[src/rtl/operand_stack_pkg.sv]
// Shared definitions for the operand stack: opcodes and sticky error-bit indices.
package operand_stack_pkg;

    typedef enum logic [2:0] {
        STK_NOP       = 3'd0,
        STK_PUSH      = 3'd1,
        STK_POP       = 3'd2,
        STK_REPL      = 3'd3,
        STK_POP2_PUSH = 3'd4,
        STK_DUP       = 3'd5,
        STK_SWAP      = 3'd6,
        STK_CLEAR     = 3'd7
    } stk_op_e;

    localparam int STK_ERR_UNDER = 0;
    localparam int STK_ERR_OVER  = 1;

endpackage

[src/rtl/stack_regfile.sv]
// DEPTH x DATA_W operand storage: two combinational read ports, two synchronous write ports.
module stack_regfile #(
    parameter int DATA_W = 8,
    parameter int DEPTH  = 16,
    parameter int AW     = $clog2(DEPTH)
) (
    input  logic              clk,
    input  logic [AW-1:0]     i_rd0_addr,
    output logic [DATA_W-1:0] o_rd0_data,
    input  logic [AW-1:0]     i_rd1_addr,
    output logic [DATA_W-1:0] o_rd1_data,
    input  logic              i_we0,
    input  logic [AW-1:0]     i_wa0,
    input  logic [DATA_W-1:0] i_wd0,
    input  logic              i_we1,
    input  logic [AW-1:0]     i_wa1,
    input  logic [DATA_W-1:0] i_wd1
);

    logic [DATA_W-1:0] r_mem [DEPTH];

    assign o_rd0_data = r_mem[i_rd0_addr];
    assign o_rd1_data = r_mem[i_rd1_addr];

    // Callers never target the same address with both ports in one cycle.
    always_ff @(posedge clk) begin
        if (i_we0) r_mem[i_wa0] <= i_wd0;
        if (i_we1) r_mem[i_wa1] <= i_wd1;
    end

endmodule

[src/rtl/operand_stack.sv]
// Hardware LIFO for the stack-machine controller: one-cycle stack primitives,
// combinational top/next-on-stack, overflow/underflow rejection with sticky flags.
module operand_stack
    import operand_stack_pkg::*;
#(
    parameter int DATA_W = 8,
    parameter int DEPTH  = 16,
    parameter int PTR_W  = $clog2(DEPTH) + 1
) (
    input  logic              clk,
    input  logic              reset,
    input  logic              op_valid,
    input  logic [2:0]        op,
    input  logic [DATA_W-1:0] data_in,
    output logic              op_ack,
    output logic              op_err,
    output logic [DATA_W-1:0] tos,
    output logic [DATA_W-1:0] nos,
    output logic [PTR_W-1:0]  count,
    output logic              empty,
    output logic              full,
    output logic [1:0]        err_sticky,
    input  logic              err_clr
);

    localparam int AW = $clog2(DEPTH);
    localparam logic [PTR_W-1:0] FULL_CNT = PTR_W'(DEPTH);

    logic [PTR_W-1:0]  r_sp;
    logic              r_ack;
    logic              r_err;
    logic [1:0]        r_sticky;

    logic [AW-1:0]     w_free_a, w_top_a, w_nos_a;
    logic [DATA_W-1:0] w_rd_top, w_rd_nos;
    logic              w_empty, w_full, w_ge2, w_go;
    logic              w_legal;
    logic [1:0]        w_err_set;
    logic [PTR_W-1:0]  w_sp_nxt;
    logic              w_we0, w_we1;
    logic [AW-1:0]     w_wa0, w_wa1;
    logic [DATA_W-1:0] w_wd0, w_wd1;

    assign w_free_a = r_sp[AW-1:0];
    assign w_top_a  = w_free_a - AW'(1);
    assign w_nos_a  = w_free_a - AW'(2);
    assign w_empty  = (r_sp == '0);
    assign w_full   = (r_sp == FULL_CNT);
    assign w_ge2    = (r_sp >= PTR_W'(2));
    assign w_go     = op_valid && !reset;

    always_comb begin
        w_legal   = 1'b1;
        w_err_set = '0;
        w_sp_nxt  = r_sp;
        w_we0     = 1'b0;
        w_wa0     = w_free_a;
        w_wd0     = data_in;
        w_we1     = 1'b0;
        w_wa1     = w_nos_a;
        w_wd1     = w_rd_top;
        case (stk_op_e'(op))
            STK_NOP: ;
            STK_PUSH:
                if (w_full) begin
                    w_legal = 1'b0;
                    w_err_set[STK_ERR_OVER] = 1'b1;
                end else begin
                    w_we0    = 1'b1;
                    w_sp_nxt = r_sp + PTR_W'(1);
                end
            STK_POP:
                if (w_empty) begin
                    w_legal = 1'b0;
                    w_err_set[STK_ERR_UNDER] = 1'b1;
                end else begin
                    w_sp_nxt = r_sp - PTR_W'(1);
                end
            STK_REPL:
                if (w_empty) begin
                    w_legal = 1'b0;
                    w_err_set[STK_ERR_UNDER] = 1'b1;
                end else begin
                    w_we0 = 1'b1;
                    w_wa0 = w_top_a;
                end
            STK_POP2_PUSH:
                if (!w_ge2) begin
                    w_legal = 1'b0;
                    w_err_set[STK_ERR_UNDER] = 1'b1;
                end else begin
                    w_we0    = 1'b1;
                    w_wa0    = w_nos_a;
                    w_sp_nxt = r_sp - PTR_W'(1);
                end
            STK_DUP:
                if (w_empty) begin
                    w_legal = 1'b0;
                    w_err_set[STK_ERR_UNDER] = 1'b1;
                end else if (w_full) begin
                    w_legal = 1'b0;
                    w_err_set[STK_ERR_OVER] = 1'b1;
                end else begin
                    w_we0    = 1'b1;
                    w_wd0    = w_rd_top;
                    w_sp_nxt = r_sp + PTR_W'(1);
                end
            STK_SWAP:
                if (!w_ge2) begin
                    w_legal = 1'b0;
                    w_err_set[STK_ERR_UNDER] = 1'b1;
                end else begin
                    w_we0 = 1'b1;
                    w_wa0 = w_top_a;
                    w_wd0 = w_rd_nos;
                    w_we1 = 1'b1;
                end
            STK_CLEAR:
                w_sp_nxt = '0;
        endcase
    end

    stack_regfile #(
        .DATA_W (DATA_W),
        .DEPTH  (DEPTH),
        .AW     (AW)
    ) u_regfile (
        .clk        (clk),
        .i_rd0_addr (w_top_a),
        .o_rd0_data (w_rd_top),
        .i_rd1_addr (w_nos_a),
        .o_rd1_data (w_rd_nos),
        .i_we0      (w_go && w_we0),
        .i_wa0      (w_wa0),
        .i_wd0      (w_wd0),
        .i_we1      (w_go && w_we1),
        .i_wa1      (w_wa1),
        .i_wd1      (w_wd1)
    );

    // A same-edge error sets its bit after err_clr has cleared the old ones.
    always_ff @(posedge clk) begin
        if (reset) begin
            r_sp     <= '0;
            r_ack    <= 1'b0;
            r_err    <= 1'b0;
            r_sticky <= '0;
        end else begin
            r_ack    <= op_valid;
            r_err    <= op_valid && !w_legal;
            if (op_valid) r_sp <= w_sp_nxt;
            r_sticky <= (err_clr ? 2'b00 : r_sticky) | (op_valid ? w_err_set : 2'b00);
        end
    end

    assign op_ack     = r_ack;
    assign op_err     = r_err;
    assign count      = r_sp;
    assign empty      = w_empty;
    assign full       = w_full;
    assign err_sticky = r_sticky;
    assign tos        = w_empty ? '0 : w_rd_top;
    assign nos        = w_ge2   ? w_rd_nos : '0;

endmodule

[config.mk]
export PLATFORM = sky130hd
export DESIGN_NAME = operand_stack
export DESIGN_NICKNAME = d
export VERILOG_FILES = /design/src/rtl/operand_stack_pkg.sv /design/src/rtl/stack_regfile.sv /design/src/rtl/operand_stack.sv
export SDC_FILE = /design/constraint.sdc
export NUM_CORES = 1
export LEC_CHECK = 0
export ABC_AREA = 1
export BUFFER_PORTS_ARGS = -buffer_cell sky130_fd_sc_hd__buf_2
export CORE_ASPECT_RATIO = 0.6
export CORE_MARGIN = 2
export CORE_UTILIZATION = 45
export CTS_CLUSTER_SIZE = 30
export DETAILED_ROUTE_END_ITERATION = 16
export GPL_TIMING_DRIVEN = 1
export SKIP_LAST_GASP = 1
export SLEW_MARGIN = 20
export SYNTH_ARGS = -nofsm -noshare
export SYNTH_HDL_FRONTEND = slang
export SYNTH_SLANG_ARGS = --single-unit
export TNS_END_PERCENT = 1
[constraint.sdc]
create_clock -name clk -period 4.2 [get_ports clk]
set_input_delay 0 -clock clk [delete_from_list [all_inputs] [get_ports clk]]
set_output_delay 0 -clock clk [all_outputs]
set_load 0.01 [all_outputs]
==> reports/qor.txt <==
relative slew slack - 30.1%
Seq/Total Area, Yosys - 40.2%
Final setup viols - 0
Crit Path Max Fanout - 38
DR vias - 9993
Antenna Nets Post-Route - 0
port bufs - 41
WL met1 - 16600 um
Clock Latency Late Sink - 0.45 ns
Synth Instances - 1510
GRT Total Usage - 32.2%
FF-to-FF Start - count[1]
WHS Endpoint - op_err
Setup crit end kind - flip-flop
Yosys cell types - 35
crit path cell chain - inv_1 -> buf_4 -> ha_1 -> inv_1 -> nor2_4 -> inv_1 -> nor2_2 -> inv_2 -> o21ai_0 -> buf_4
global-route wire length before repair - 55000 um
Hold Crit Depth - 5
Post-CTS Resized - 0
Seq cells post-synth - 137
Reg2Reg Setup Slack - 0.78 ns
Final #Nets - 1562
wire per inst - 20.1 um
max_cap viols - 0
R2R cell count - 10
Die ar. - 0.0235 mm^2
DR pass1 iterations - 6
Post-CTS Setup Repair Bufs - 0
syn_area_per_cell - 6.63 um^2
# DRC - 0
total gr overflow - 0
Final Max Slew Viols - 0
Post-synth EDFFs - 128
final wirelength - 36900 um
WHS - 0.0892 ns
Iteration-0 DRC Markers - 1393
worst-case clock skew - 0.0141 ns
chip height - 120 um
routability cong. - 0.951
fmax - 292 MHz
metal3 WL - 4960 um
CP max stage delay - 0.48 ns
CTS tree - yes
min cycle time layout - 3.42 ns
Std-Cell Rows - 42
Area growth, synth to finish - 10.2%
vias in the first global route - 8797
fin crit share - 81.5%
HP Start - op[0]
Ports - 42
initial core utilization - 45.7%
detailed-route vias per instance - 5.45
Die X - 197 um
pwr dens - 426 mW/mm^2
unrepaired setup endpoints after global routing - false
Async SR Flop Fraction - 0%
highest routed layer - met5
Post-CTS Hold Buffers - 7
Layout fillers - 2231
crit path launch type - flip-flop
outcome - complete, no violations
Fin. Hold Viols - 0
crit-path most repeated cell - inv_1
post-DP HPWL - 24700 um
Main synth FF type - edfxtp_1
H-tree Lvls - 4
clk root buf - clkbuf_16
Bufs on Longest Clock Path - 2
mapped cell area - 0.0100 mm^2
Synth Net Count - 1536
WS Path Type - reg -> reg
YS warnings - 0
largest net degree at the start of global routing - 199
Reg area - 0.00403 mm^2
Core ar. - 0.0219 mm^2
CTS clk-pin slew, worst paths - 0.06 ns
initial antenna violation count - 1
Worst-Margin Slew - 1.05 ns
Num CTS Buffers - 17
Multi-input gate area - 0.00494 mm^2
Crit Reg-Reg Endpoint - u_regfile.r_mem[0][0]
Critical Path AT - 3.57 ns
Hold WC Path Type - in -> reg
Slowest-stage cell, CP - buf_4
Required @ worst endpoint - 4.34 ns
Final TNS setup - 0 ns
met2 WL - 14500 um
Clock Sinks - 137
total leakage power - 5.46 nW
antenna cells - 0
ratio of cells with drive above 1 in the final layout - 10.8%
maximum VDD drop - 0.295 mV
## critical path: cells and delay by family (launching register included)
kind / cells / cell delay [ns]
AND/OR/NAND/NOR: 2 / 0.84
adder cells (fa/ha/maj): 1 / 0.34
buffers and inverters: 6 / 1.49
AO/OA/AOI/OAI: 1 / 0.12
flip-flops: 1 / 0.31
## report_power, final
| group | total (mW) | leakage [nW] | switching, mW | internal, mW |
|---|---|---|---|---|
| registers | 1.55 | 1.23 | 0.0160 | 1.54 |
| logic | 1.60 | 3.96 | 1.24 | 0.364 |
| clock network | 1.54 | 0.271 | 0.665 | 0.872 |
| total | 4.69 | 5.46 | 1.92 | 2.77 |
## sequential cells by signal, summed over array words and instances (netlist names)
signal and count:
u_regfile.r_mem 128, count 5, err_sticky 2, op_ack 1, op_err 1
## through the flow
stage                     setup WS (ns)  power [mW]  area [um^2]  cells  util, %
after floorplan                   0.997        2.55        10000   1510        -
after global placement            0.837        3.11        10400   1796     47.4
after detailed placement          0.830        3.12        10400   1796     47.4
after CTS                         0.808        4.63        11000   1835     50.3
after global routing              0.604        4.86        11000   1835     50.3
final                             0.779        4.69        11000   1835     50.3
## worst max path at each step
stage / start / endpoint / slack, ns
finish: count[1] / u_regfile.r_mem[0][0] / 0.78
global route: count[1] / u_regfile.r_mem[10][5] / 0.60
CTS: count[1] / u_regfile.r_mem[5][6] / 0.81
detailed placement: count[2] / u_regfile.r_mem[5][3] / 0.83
global placement: count[2] / u_regfile.r_mem[5][6] / 0.84
floorplan: count[1] / u_regfile.r_mem[1][0] / 1.0
## metal layers
metal  vias up  global-route usage (%)
met2       549                    43.2
li1       4776                       -
met1      4610                    47.8
met4         2                    8.24
met3        56                    12.3
met5         -                       0
## kinds of logic after synthesis
group	synth area share, %
simple gates	41.0
xor+xnor	0.663
flops	40.2
compound gates	6.23
fa+ha+maj	1.45
buf+inv	10.5
## area by class of cell
type | count | area share, %
clock buffers | 17 | 3.86
clock inverters | 15 | 1.37
inverters | 178 | 6.06
multi-input cells | 1131 | 44.8
flip-flops and latches | 137 | 36.5
well taps | 286 | 3.25
repair buffers | 71 | 4.18
## cells in the mapped netlist, types with 2 or more instances
cell | instances | area (um^2)
a21oi_1 | 49 | 245
o21ai_1 | 3 | 15.0
inv_2 | 21 | 78.8
dfxtp_1 | 9 | 180
nor2_2 | 14 | 87.6
xor2_2 | 2 | 32.5
nand4_1 | 3 | 18.8
nor2_1 | 101 | 379
nor2_4 | 5 | 56.3
xor2_1 | 2 | 17.5
a21oi_2 | 2 | 17.5
edfxtp_1 | 128 | 3840
buf_6 | 11 | 124
nand2_1 | 703 | 2640
buf_1 | 6 | 22.5
clkinv_1 | 2 | 7.51
nand2_2 | 18 | 113
o21ai_0 | 64 | 320
buf_2 | 33 | 165
inv_1 | 155 | 582
clkbuf_1 | 10 | 37.5
nand2_4 | 6 | 67.6
buf_4 | 4 | 30.0
nand3_1 | 138 | 691
ha_1 | 10 | 125
nor3_1 | 2 | 10.0
## cells in the final DEF (no fill, tap or decap), types with 3 or more instances in the layout
master / Yosys / layout
buf_4: 4 / 22
edfxtp_1: 128 / 128
nor2_2: 14 / 14
nand2_2: 18 / 18
o21ai_1: 3 / 4
nor2_1: 101 / 101
nand3_1: 138 / 138
clkinv_1: 2 / 4
inv_2: 21 / 21
dfxtp_1: 9 / 8
nor2_4: 5 / 5
clkinvlp_4: 0 / 4
inv_1: 155 / 155
ha_1: 10 / 10
dlygate4sd3_1: 0 / 7
nand2_1: 703 / 703
o21ai_0: 64 / 63
a21oi_1: 49 / 49
nand2_4: 6 / 6
clkinv_4: 0 / 3
clkbuf_16: 0 / 17
buf_2: 33 / 41
nand4_1: 3 / 3
(Power assumes the default switching activity.)
